**config.mk**
```make
export PLATFORM = sky130hd
export DESIGN_NAME = hash_arbiter_flat
export DESIGN_NICKNAME = d
export VERILOG_FILES = /design/src/rtl/hash_arbiter_if.sv /design/src/rtl/hash_arbiter.sv /design/src/flat_wrapper.sv
export SDC_FILE = /design/constraint.sdc
export NUM_CORES = 1
export LEC_CHECK = 0
export ABC_AREA = 1
export CAP_MARGIN = 20
export CELL_PAD_IN_SITES_DETAIL_PLACEMENT = 0
export CELL_PAD_IN_SITES_GLOBAL_PLACEMENT = 2
export CORE_MARGIN = 5
export CORE_UTILIZATION = 27
export CTS_BUF_LIST = sky130_fd_sc_hd__clkbuf_2
export DETAILED_ROUTE_END_ITERATION = 6
export PLACE_DENSITY = 0.89
export SLEW_MARGIN = 10
export SYNTH_ARGS = -nofsm -noshare
export SYNTH_HDL_FRONTEND = slang
export SYNTH_SLANG_ARGS = --single-unit
export TNS_END_PERCENT = 10
```
**constraint.sdc**
```tcl
create_clock -name clk -period 3.25 [get_ports clk]
set_input_delay 0.325 -clock clk [delete_from_list [all_inputs] [get_ports clk]]
set_output_delay 0.325 -clock clk [all_outputs]
set_load 0.01 [all_outputs]
```
**src/rtl/hash_arbiter_if.sv**
```systemverilog
// Requester-side and hash-core-side signal bundle for the shared hash core arbiter.
// Latency: none, wiring only.
// Backpressure: the core's rtr reaches the owning requester through the arbiter (master view).
interface hash_arbiter_if #(
    parameter int N_REQ  = 4,
    parameter int DATA_W = 8,
    parameter int HASH_W = 32
);
    logic [N_REQ-1:0]        req_valid;
    logic [N_REQ*DATA_W-1:0] req_data;
    logic [N_REQ-1:0]        req_dr;
    logic [N_REQ-1:0]        req_eof;
    logic [N_REQ-1:0]        req_rtr;
    logic [N_REQ-1:0]        grant;
    logic [N_REQ-1:0]        digest_valid;
    logic [HASH_W-1:0]       digest;
    logic                    err;
    logic                    busy;
    logic                    core_start;
    logic                    core_case_rc0;
    logic [DATA_W-1:0]       core_data;
    logic                    core_dr;
    logic                    core_eof;
    logic                    core_rtr;
    logic                    core_h_ready;
    logic [HASH_W-1:0]       core_digest;

    modport master (
        input  req_valid, req_data, req_dr, req_eof,
        input  core_rtr, core_h_ready, core_digest,
        output req_rtr, grant, digest_valid, digest, err, busy,
        output core_start, core_case_rc0, core_data, core_dr, core_eof
    );

    modport slave (
        output req_valid, req_data, req_dr, req_eof,
        output core_rtr, core_h_ready, core_digest,
        input  req_rtr, grant, digest_valid, digest, err, busy,
        input  core_start, core_case_rc0, core_data, core_dr, core_eof
    );
endinterface

```
**src/rtl/hash_arbiter.sv**
```systemverilog
// Round-robin owner of one hash core: grants a requester per message, restarts the core, streams, returns the digest.
// Latency: grant 1 cycle after request sampled in IDLE, stream 2 cycles after; digest/digest_valid 1 cycle after core_h_ready.
// Backpressure: core_rtr passes combinationally to the owner's req_rtr only; non-owners wait until release.
module hash_arbiter #(
    parameter int N_REQ  = 4,
    parameter int DATA_W = 8,
    parameter int HASH_W = 32,
    parameter int WD_MAX = 4096
) (
    input  logic           clk,
    input  logic           rst,
    hash_arbiter_if.master bus
);
    localparam int PTR_W = (N_REQ > 1) ? $clog2(N_REQ) : 1;
    localparam int WD_W  = $clog2(WD_MAX + 1);

    typedef enum logic [2:0] {IDLE, RESTART, STREAM, WAIT_H, DELIVER, ABORT} state_t;

    state_t           state;
    logic [PTR_W-1:0] ptr;
    logic [PTR_W-1:0] owner;
    logic [PTR_W-1:0] winner;
    logic [N_REQ-1:0] win_oh;
    logic [WD_W-1:0]  wd;
    logic             owner_valid;
    logic             owner_dr;
    logic             owner_eof;
    logic             msg_done;
    logic             abort_go;

    function automatic logic [PTR_W-1:0] next_ptr(input logic [PTR_W-1:0] g);
        return (int'(g) == N_REQ - 1) ? '0 : g + PTR_W'(1);
    endfunction

    // Later offsets overwrite earlier ones, so the smallest offset from ptr wins.
    always_comb begin
        winner = '0;
        for (int k = N_REQ - 1; k >= 0; k--) begin
            for (int i = 0; i < N_REQ; i++) begin
                if (bus.req_valid[i] && (((int'(ptr) + k) % N_REQ) == i)) begin
                    winner = PTR_W'(i);
                end
            end
        end
    end

    assign win_oh      = N_REQ'(1) << winner;
    assign owner_valid = |(bus.req_valid & bus.grant);
    assign owner_dr    = |(bus.req_dr & bus.grant);
    assign owner_eof   = |(bus.req_eof & bus.grant);
    assign msg_done    = owner_eof && bus.core_rtr && !owner_dr;

    // A digest arriving on the watchdog's last cycle is still delivered.
    assign abort_go = ((state == STREAM) && !owner_valid) ||
                      ((state == WAIT_H) && !bus.core_h_ready &&
                       (!owner_valid || (wd == WD_W'(WD_MAX - 1))));

    always_comb begin
        bus.core_data = '0;
        bus.core_dr   = 1'b0;
        bus.core_eof  = 1'b0;
        bus.req_rtr   = '0;
        if (state == STREAM) begin
            for (int i = 0; i < N_REQ; i++) begin
                if (owner == PTR_W'(i)) begin
                    bus.core_data = bus.req_data[i*DATA_W +: DATA_W];
                end
            end
            bus.core_dr  = owner_dr;
            bus.core_eof = owner_eof;
            bus.req_rtr  = bus.grant & {N_REQ{bus.core_rtr}};
        end
    end

    always_ff @(posedge clk or posedge rst) begin
        if (rst) begin
            state             <= IDLE;
            ptr               <= '0;
            owner             <= '0;
            wd                <= '0;
            bus.grant         <= '0;
            bus.digest_valid  <= '0;
            bus.digest        <= '0;
            bus.err           <= 1'b0;
            bus.busy          <= 1'b0;
            bus.core_start    <= 1'b0;
            bus.core_case_rc0 <= 1'b0;
        end else begin
            bus.core_start    <= 1'b0;
            bus.core_case_rc0 <= 1'b0;
            bus.err           <= 1'b0;
            bus.digest_valid  <= '0;
            if (abort_go) begin
                state             <= ABORT;
                bus.err           <= 1'b1;
                bus.core_start    <= 1'b1;
                bus.core_case_rc0 <= 1'b1;
            end else begin
                case (state)
                    IDLE: begin
                        if (|bus.req_valid) begin
                            owner             <= winner;
                            bus.grant         <= win_oh;
                            bus.busy          <= 1'b1;
                            bus.core_start    <= 1'b1;
                            bus.core_case_rc0 <= 1'b1;
                            state             <= RESTART;
                        end
                    end
                    RESTART: state <= STREAM;
                    STREAM: begin
                        if (msg_done) begin
                            wd    <= '0;
                            state <= WAIT_H;
                        end
                    end
                    WAIT_H: begin
                        if (wd != WD_W'(WD_MAX)) begin
                            wd <= wd + WD_W'(1);
                        end
                        if (bus.core_h_ready) begin
                            bus.digest       <= bus.core_digest;
                            bus.digest_valid <= bus.grant;
                            state            <= DELIVER;
                        end
                    end
                    DELIVER, ABORT: begin
                        bus.grant <= '0;
                        bus.busy  <= 1'b0;
                        ptr       <= next_ptr(owner);
                        state     <= IDLE;
                    end
                    default: state <= IDLE;
                endcase
            end
        end
    end
endmodule

```
**src/flat_wrapper.sv**
```systemverilog
// flat-port wrapper written by rule: the top's interface ports become plain ports
module hash_arbiter_flat 
#(
    parameter int N_REQ  = 4,
    parameter int DATA_W = 8,
    parameter int HASH_W = 32,
    parameter int WD_MAX = 4096
)
  (clk, rst, bus_req_valid, bus_req_data, bus_req_dr, bus_req_eof, bus_core_rtr, bus_core_h_ready, bus_core_digest, bus_req_rtr, bus_grant, bus_digest_valid, bus_digest, bus_err, bus_busy, bus_core_start, bus_core_case_rc0, bus_core_data, bus_core_dr, bus_core_eof);
  hash_arbiter_if #(.N_REQ(N_REQ), .DATA_W(DATA_W), .HASH_W(HASH_W)) bus_i ();
  input  logic clk;
  input  logic rst;
  input wire logic [$bits(bus_i.req_valid)-1:0] bus_req_valid;
  input wire logic [$bits(bus_i.req_data)-1:0] bus_req_data;
  input wire logic [$bits(bus_i.req_dr)-1:0] bus_req_dr;
  input wire logic [$bits(bus_i.req_eof)-1:0] bus_req_eof;
  input wire logic [$bits(bus_i.core_rtr)-1:0] bus_core_rtr;
  input wire logic [$bits(bus_i.core_h_ready)-1:0] bus_core_h_ready;
  input wire logic [$bits(bus_i.core_digest)-1:0] bus_core_digest;
  output wire logic [$bits(bus_i.req_rtr)-1:0] bus_req_rtr;
  output wire logic [$bits(bus_i.grant)-1:0] bus_grant;
  output wire logic [$bits(bus_i.digest_valid)-1:0] bus_digest_valid;
  output wire logic [$bits(bus_i.digest)-1:0] bus_digest;
  output wire logic [$bits(bus_i.err)-1:0] bus_err;
  output wire logic [$bits(bus_i.busy)-1:0] bus_busy;
  output wire logic [$bits(bus_i.core_start)-1:0] bus_core_start;
  output wire logic [$bits(bus_i.core_case_rc0)-1:0] bus_core_case_rc0;
  output wire logic [$bits(bus_i.core_data)-1:0] bus_core_data;
  output wire logic [$bits(bus_i.core_dr)-1:0] bus_core_dr;
  output wire logic [$bits(bus_i.core_eof)-1:0] bus_core_eof;
  assign bus_i.req_valid = bus_req_valid;
  assign bus_i.req_data = bus_req_data;
  assign bus_i.req_dr = bus_req_dr;
  assign bus_i.req_eof = bus_req_eof;
  assign bus_i.core_rtr = bus_core_rtr;
  assign bus_i.core_h_ready = bus_core_h_ready;
  assign bus_i.core_digest = bus_core_digest;
  assign bus_req_rtr = bus_i.req_rtr;
  assign bus_grant = bus_i.grant;
  assign bus_digest_valid = bus_i.digest_valid;
  assign bus_digest = bus_i.digest;
  assign bus_err = bus_i.err;
  assign bus_busy = bus_i.busy;
  assign bus_core_start = bus_i.core_start;
  assign bus_core_case_rc0 = bus_i.core_case_rc0;
  assign bus_core_data = bus_i.core_data;
  assign bus_core_dr = bus_i.core_dr;
  assign bus_core_eof = bus_i.core_eof;
  hash_arbiter #(.N_REQ(N_REQ), .DATA_W(DATA_W), .HASH_W(HASH_W), .WD_MAX(WD_MAX)) u_core (.clk(clk), .rst(rst), .bus(bus_i));
endmodule
```
# Yosys cells after proc, flatten, opt, wreduce, memory -nomap -nowiden
# Index checks and enable logic that the tools add are counted.
# Widths: inputs -> output; s select.
# totals
ff_bits	63
input_bits	80
# classes
addsub	5
n_bitwise	8
n_reduce_logical	46
muxes	43
n_eq_ne	29
shift	1
# op_table
operator	count
$logic_not 32->1	3
$mux 8	5
$mux 2	15
$mux 13	2
$pmux 13 s2	1
$eq 3x3->1 const B	8
$logic_and 1x1->1	20
$mux 4	5
$and 4x4->4	4
$reduce_or 4->1	4
$eq 3x2->1 const B	5
$add 13x1->13 const B	1
$eq 13x12->1 const B	1
$ne 13x13->1 const B	1
$mux 3	4
$pmux 3 s4	1
$reduce_and 3->1	4
$eq 2x2->1 const B	4
$mux 1	8
$pmux 4 s2	1
$reduce_or 2->1	4
$eq 2x1->1 const B	3
$ne 3x1->1 const B	2
$add 2x1->2 const B	2
other kinds (16)	24

# Depth between registers and ports, before layout
# Gate-level depths: netlist (run 1).
# depth
word_depth	23
ltp_mapped	18
mapped_depth_nobuf	17

# Worst setup path before layout (run 1)
# No wires, ideal clock.
# synth_timing
kind	flip-flop to output port
start	reg u_core.owner[0]
end	out bus_core_data[4]
stages_incl_launch_ff	9
arrival_ps	1531
t_required_ps	2925
n_path_buf	2
path_slack_ps	1394
cell_sequence	dfrtp_1 -> inv_1 -> ha_1 -> clkbuf_1 -> clkbuf_1 -> a21oi_1 -> o31ai_1 -> o21ai_0 -> nor2_1
# synth_between
elab_chain_len	6
elab_cells_between_ends	9
cone_classes	eq/ne (3); mux (5); reduce/logical (1)
# synth_lines
element	line	source
start: declaration	hash_arbiter.sv:21	logic [PTR_W-1:0] owner;
start signal: assignment	hash_arbiter.sv:102	owner <= winner;
$logic_not 2->1	hash_arbiter.sv:65	if (owner == PTR_W'(i)) begin
$mux 8 (3 in series)	hash_arbiter.sv:65	
$mux 8 (*)	hash_arbiter.sv:65	
$mux 8 (*)	hash_arbiter.sv:63	if (state == STREAM) begin
end: declaration	flat_wrapper.sv:28	output wire logic [$bits(bus_i.core_data)-1:0] bus_core_data;
# Every way passes the cells marked *; elsewhere a longest branch is shown, timed or not.

# Worst setup path in the final report (run 1)
# layout_timing
start	reg u_core.owner[0]
end	out bus_core_data[7]
# Same word-level chain as after synthesis.

==> results of run 1 <==
sequential cells by signal, summed over array words and instances (netlist names):
register	cells
u_core.owner	2
u_core.state	3
u_core.ptr	2
u_core.bus.core_start	1
u_core.bus.grant	4
u_core.wd	13
u_core.bus.digest_valid	4
u_core.bus.busy	1
u_core.bus.err	1
u_core.bus.digest	32
metal layers:
metal  GRT usage, %  vias up  share of wire, %
met5              0        -                 0
met4           5.88        0               2.2
met3           5.20       20               9.0
met2           20.1      107                46
met1           17.2     1446                43
li1               -     1544                 -
worst paths after layout:
check,cells past startpoint,end,startpoint
max in group asynchronous,3,u_core.owner[1],rst
worst min register to register,2,u_core.bus.busy,u_core.bus.busy
worst min-delay path,3,u_core.wd[9],rst
worst max register to register,10,u_core.wd[5],u_core.wd[0]
worst max-delay path,7,bus_core_data[7],u_core.owner[0]
min in group clk,2,u_core.bus.digest[12],bus_core_digest[12]
cells in the mapped netlist:
cell type / instances / area share (%)
o21ai_2: 5 / 1.3
nand2_4: 1 / 0.33
dfrtp_1: 63 / 47
nand3_1: 25 / 3.7
nand3_4: 1 / 0.52
buf_2: 5 / 0.74
inv_2: 3 / 0.33
buf_1: 1 / 0.11
nor2_4: 2 / 0.67
inv_1: 33 / 3.7
nor2_1: 32 / 3.5
a31o_2: 1 / 0.26
nor2_2: 1 / 0.18
a21oi_1: 23 / 3.4
a31oi_1: 2 / 0.37
ha_1: 6 / 2.2
and3_1: 1 / 0.18
nand2_1: 67 / 7.4
xor2_1: 8 / 2.1
nand4_1: 6 / 1.1
mux2_2: 32 / 11
nor4_1: 4 / 0.74
a22o_1: 3 / 0.78
nor3_1: 10 / 1.5
o31ai_1: 15 / 3.3
buf_6: 1 / 0.33
a221oi_1: 1 / 0.26
a21oi_2: 2 / 0.52
nand3b_1: 1 / 0.22
o21ai_0: 10 / 1.5
clkbuf_1: 5 / 0.55
nand2_2: 3 / 0.55
buf_4: 2 / 0.44
logic make-up after synthesis:
group                    count (synthesis)  share of synthesized area (%)
AO/OA/AOI/OAI                           62                           11.7
XOR/XNOR                                 8                           2.07
adder cells (fa/ha/maj)                  6                           2.22
buffers and inverters                   50                           6.17
flip-flops                              63                           46.6
multiplexers                            32                           10.6
AND/OR/NAND/NOR                        154                           20.7
worst max-delay path, cell delays in order (launching register included):
cell and delay, ns:
dfrtp_1 0.45, inv_1 0.11, ha_1 0.48, a21oi_1 0.13
o31ai_1 0.11, o21ai_0 0.17, nor2_1 0.12, clkdlybuf4s50_1 0.55
power breakdown:
group	internal [mW]	switching [mW]	total, mW	leakage (nW)
clock	0.177	0.285	0.462	0.0678
sequential	1.08	0.226	1.31	0.794
combinational	1.06	1.06	2.12	1.29
total	2.32	1.57	3.89	2.15
per-stage QoR:
step / cells / power, mW / worst slack (ns) / util, % / area, um2
after floorplan: 375 / 2.52 / 1.36 / - / 3390
after global placement: 671 / 3.44 / 0.832 / 39.5 / 4920
after detailed placement: 671 / 3.46 / 0.788 / 39.5 / 4920
after CTS: 686 / 3.94 / 0.192 / 40.3 / 5020
after global routing: 687 / 4.22 / 0.0429 / 40.3 / 5020
final: 687 / 3.89 / 0.319 / 40.3 / 5020
layout make-up:
class / count / area (um2)
diodes: 1 / 2.50
clock buffers: 11 / 55.1
clock inverters: 4 / 47.5
fillers: 1259 / 7440
inverters: 36 / 135
multi-input cells: 262 / 1600
flip-flops and latches: 63 / 1580
well taps: 172 / 215
repair buffers: 138 / 1390
==> impl_metrics.tcl, run 1 <==
set metrics [dict create \
    status "finished, final reports clean" \
    cp_max_fo 16 \
    clockBufferDepth 2 \
    num_vias 3117 \
    die_height_um 122 \
    clk_latency_ns 0.50 \
    ctsResizeCount 0 \
    grt-ovfl-total 0 \
    io_buffers 137 \
    holdCritPathClass "in2async" \
    areaGrowthSynthToFinish_pct 48.4 \
    dieArea_um2 14900 \
    ant_nets 0 \
    leakage_nw 2.15 \
    nets 596 \
    cts_hold_buf 0 \
    setup_violations 0 \
    path_clk_slew_ns 0.18 \
    dr.pass1.iters 4 \
    tightest_slew_ns 0.816 \
    fin_worst_skew_ns 0.0180 \
    wl_per_cell_um 14.4 \
    final_cell_mix "clkdlybuf4s50_1 (137), nand2_1 (67), dfrtp_1 (63), nor2_1 (32), mux2_2 (32)" \
    grt_max_degree 64 \
    max-cap-violations 0 \
    die_w_um 122 \
    slew_violations 0 \
    row_count 41 \
    post_cts_buffers 0 \
    ys_seq_area_share_pct 46.6 \
    dp_hpwl_um 7630 \
    grtUsageTotal_pct 13.4 \
    antenna_found_initial 1 \
    rsz0062_at_grt "no" \
    end_kind "output port" \
    initial_core_util_pct 27.2 \
    htree_levels 3 \
    grt_pass1_wl_um 15900 \
    core-area_um2 12500 \
    grt_pass1_vias 3227 \
    worstPathRequired_ns 2.92 \
    power_density_nw_per_um2 774 \
    synth_nets 461 \
    routed_wl_um 9880 \
    dr.first_iter.drc_count 150 \
    synthDistinctLibCells 33 \
    peakVddDrop_mv 0.436 \
    gp_congestion 0.825 \
    ys_ff_latch 63 \
    synth_warnings 0 \
    path_class "reg2out" \
    cts_buffers 9 \
    arrival_ns 2.61 \
    post-route-drc-count 0 \
    cts_root_buf "clkbuf_2" \
    max-slew-margin-rel_pct 45.4 \
    synth_cells 375 \
    final_common_cell "clkdlybuf4s50_1" \
    post_route_cells_drive_above_1_share_pct 13.4 \
    syn_area_um2 3390 \
    period_share_pct 90.2 \
    io_pins 138 \
    clock_sinks 63 \
    max_freq_mhz 341 \
    start_kind "flip-flop" \
    setup_tns_ns 0 \
    r2r_slack_ns 1.14 \
    finalHoldWorstSlack_ns 0.178 \
    final_hold_viol_count 0 \
    via_per_inst 4.54 \
    period_minus_slack_ns 2.93 \
    avgSynthCellArea_um2 9.03 \
    cts_tree "built" \
]
Power figures use the tool's default switching activity.
==> run 2: changes to the inputs <==
- CAP_MARGIN: 20 -> 10
==> results of run 2 <==
Final layout, timing and power as in run 1 (identical DEF).
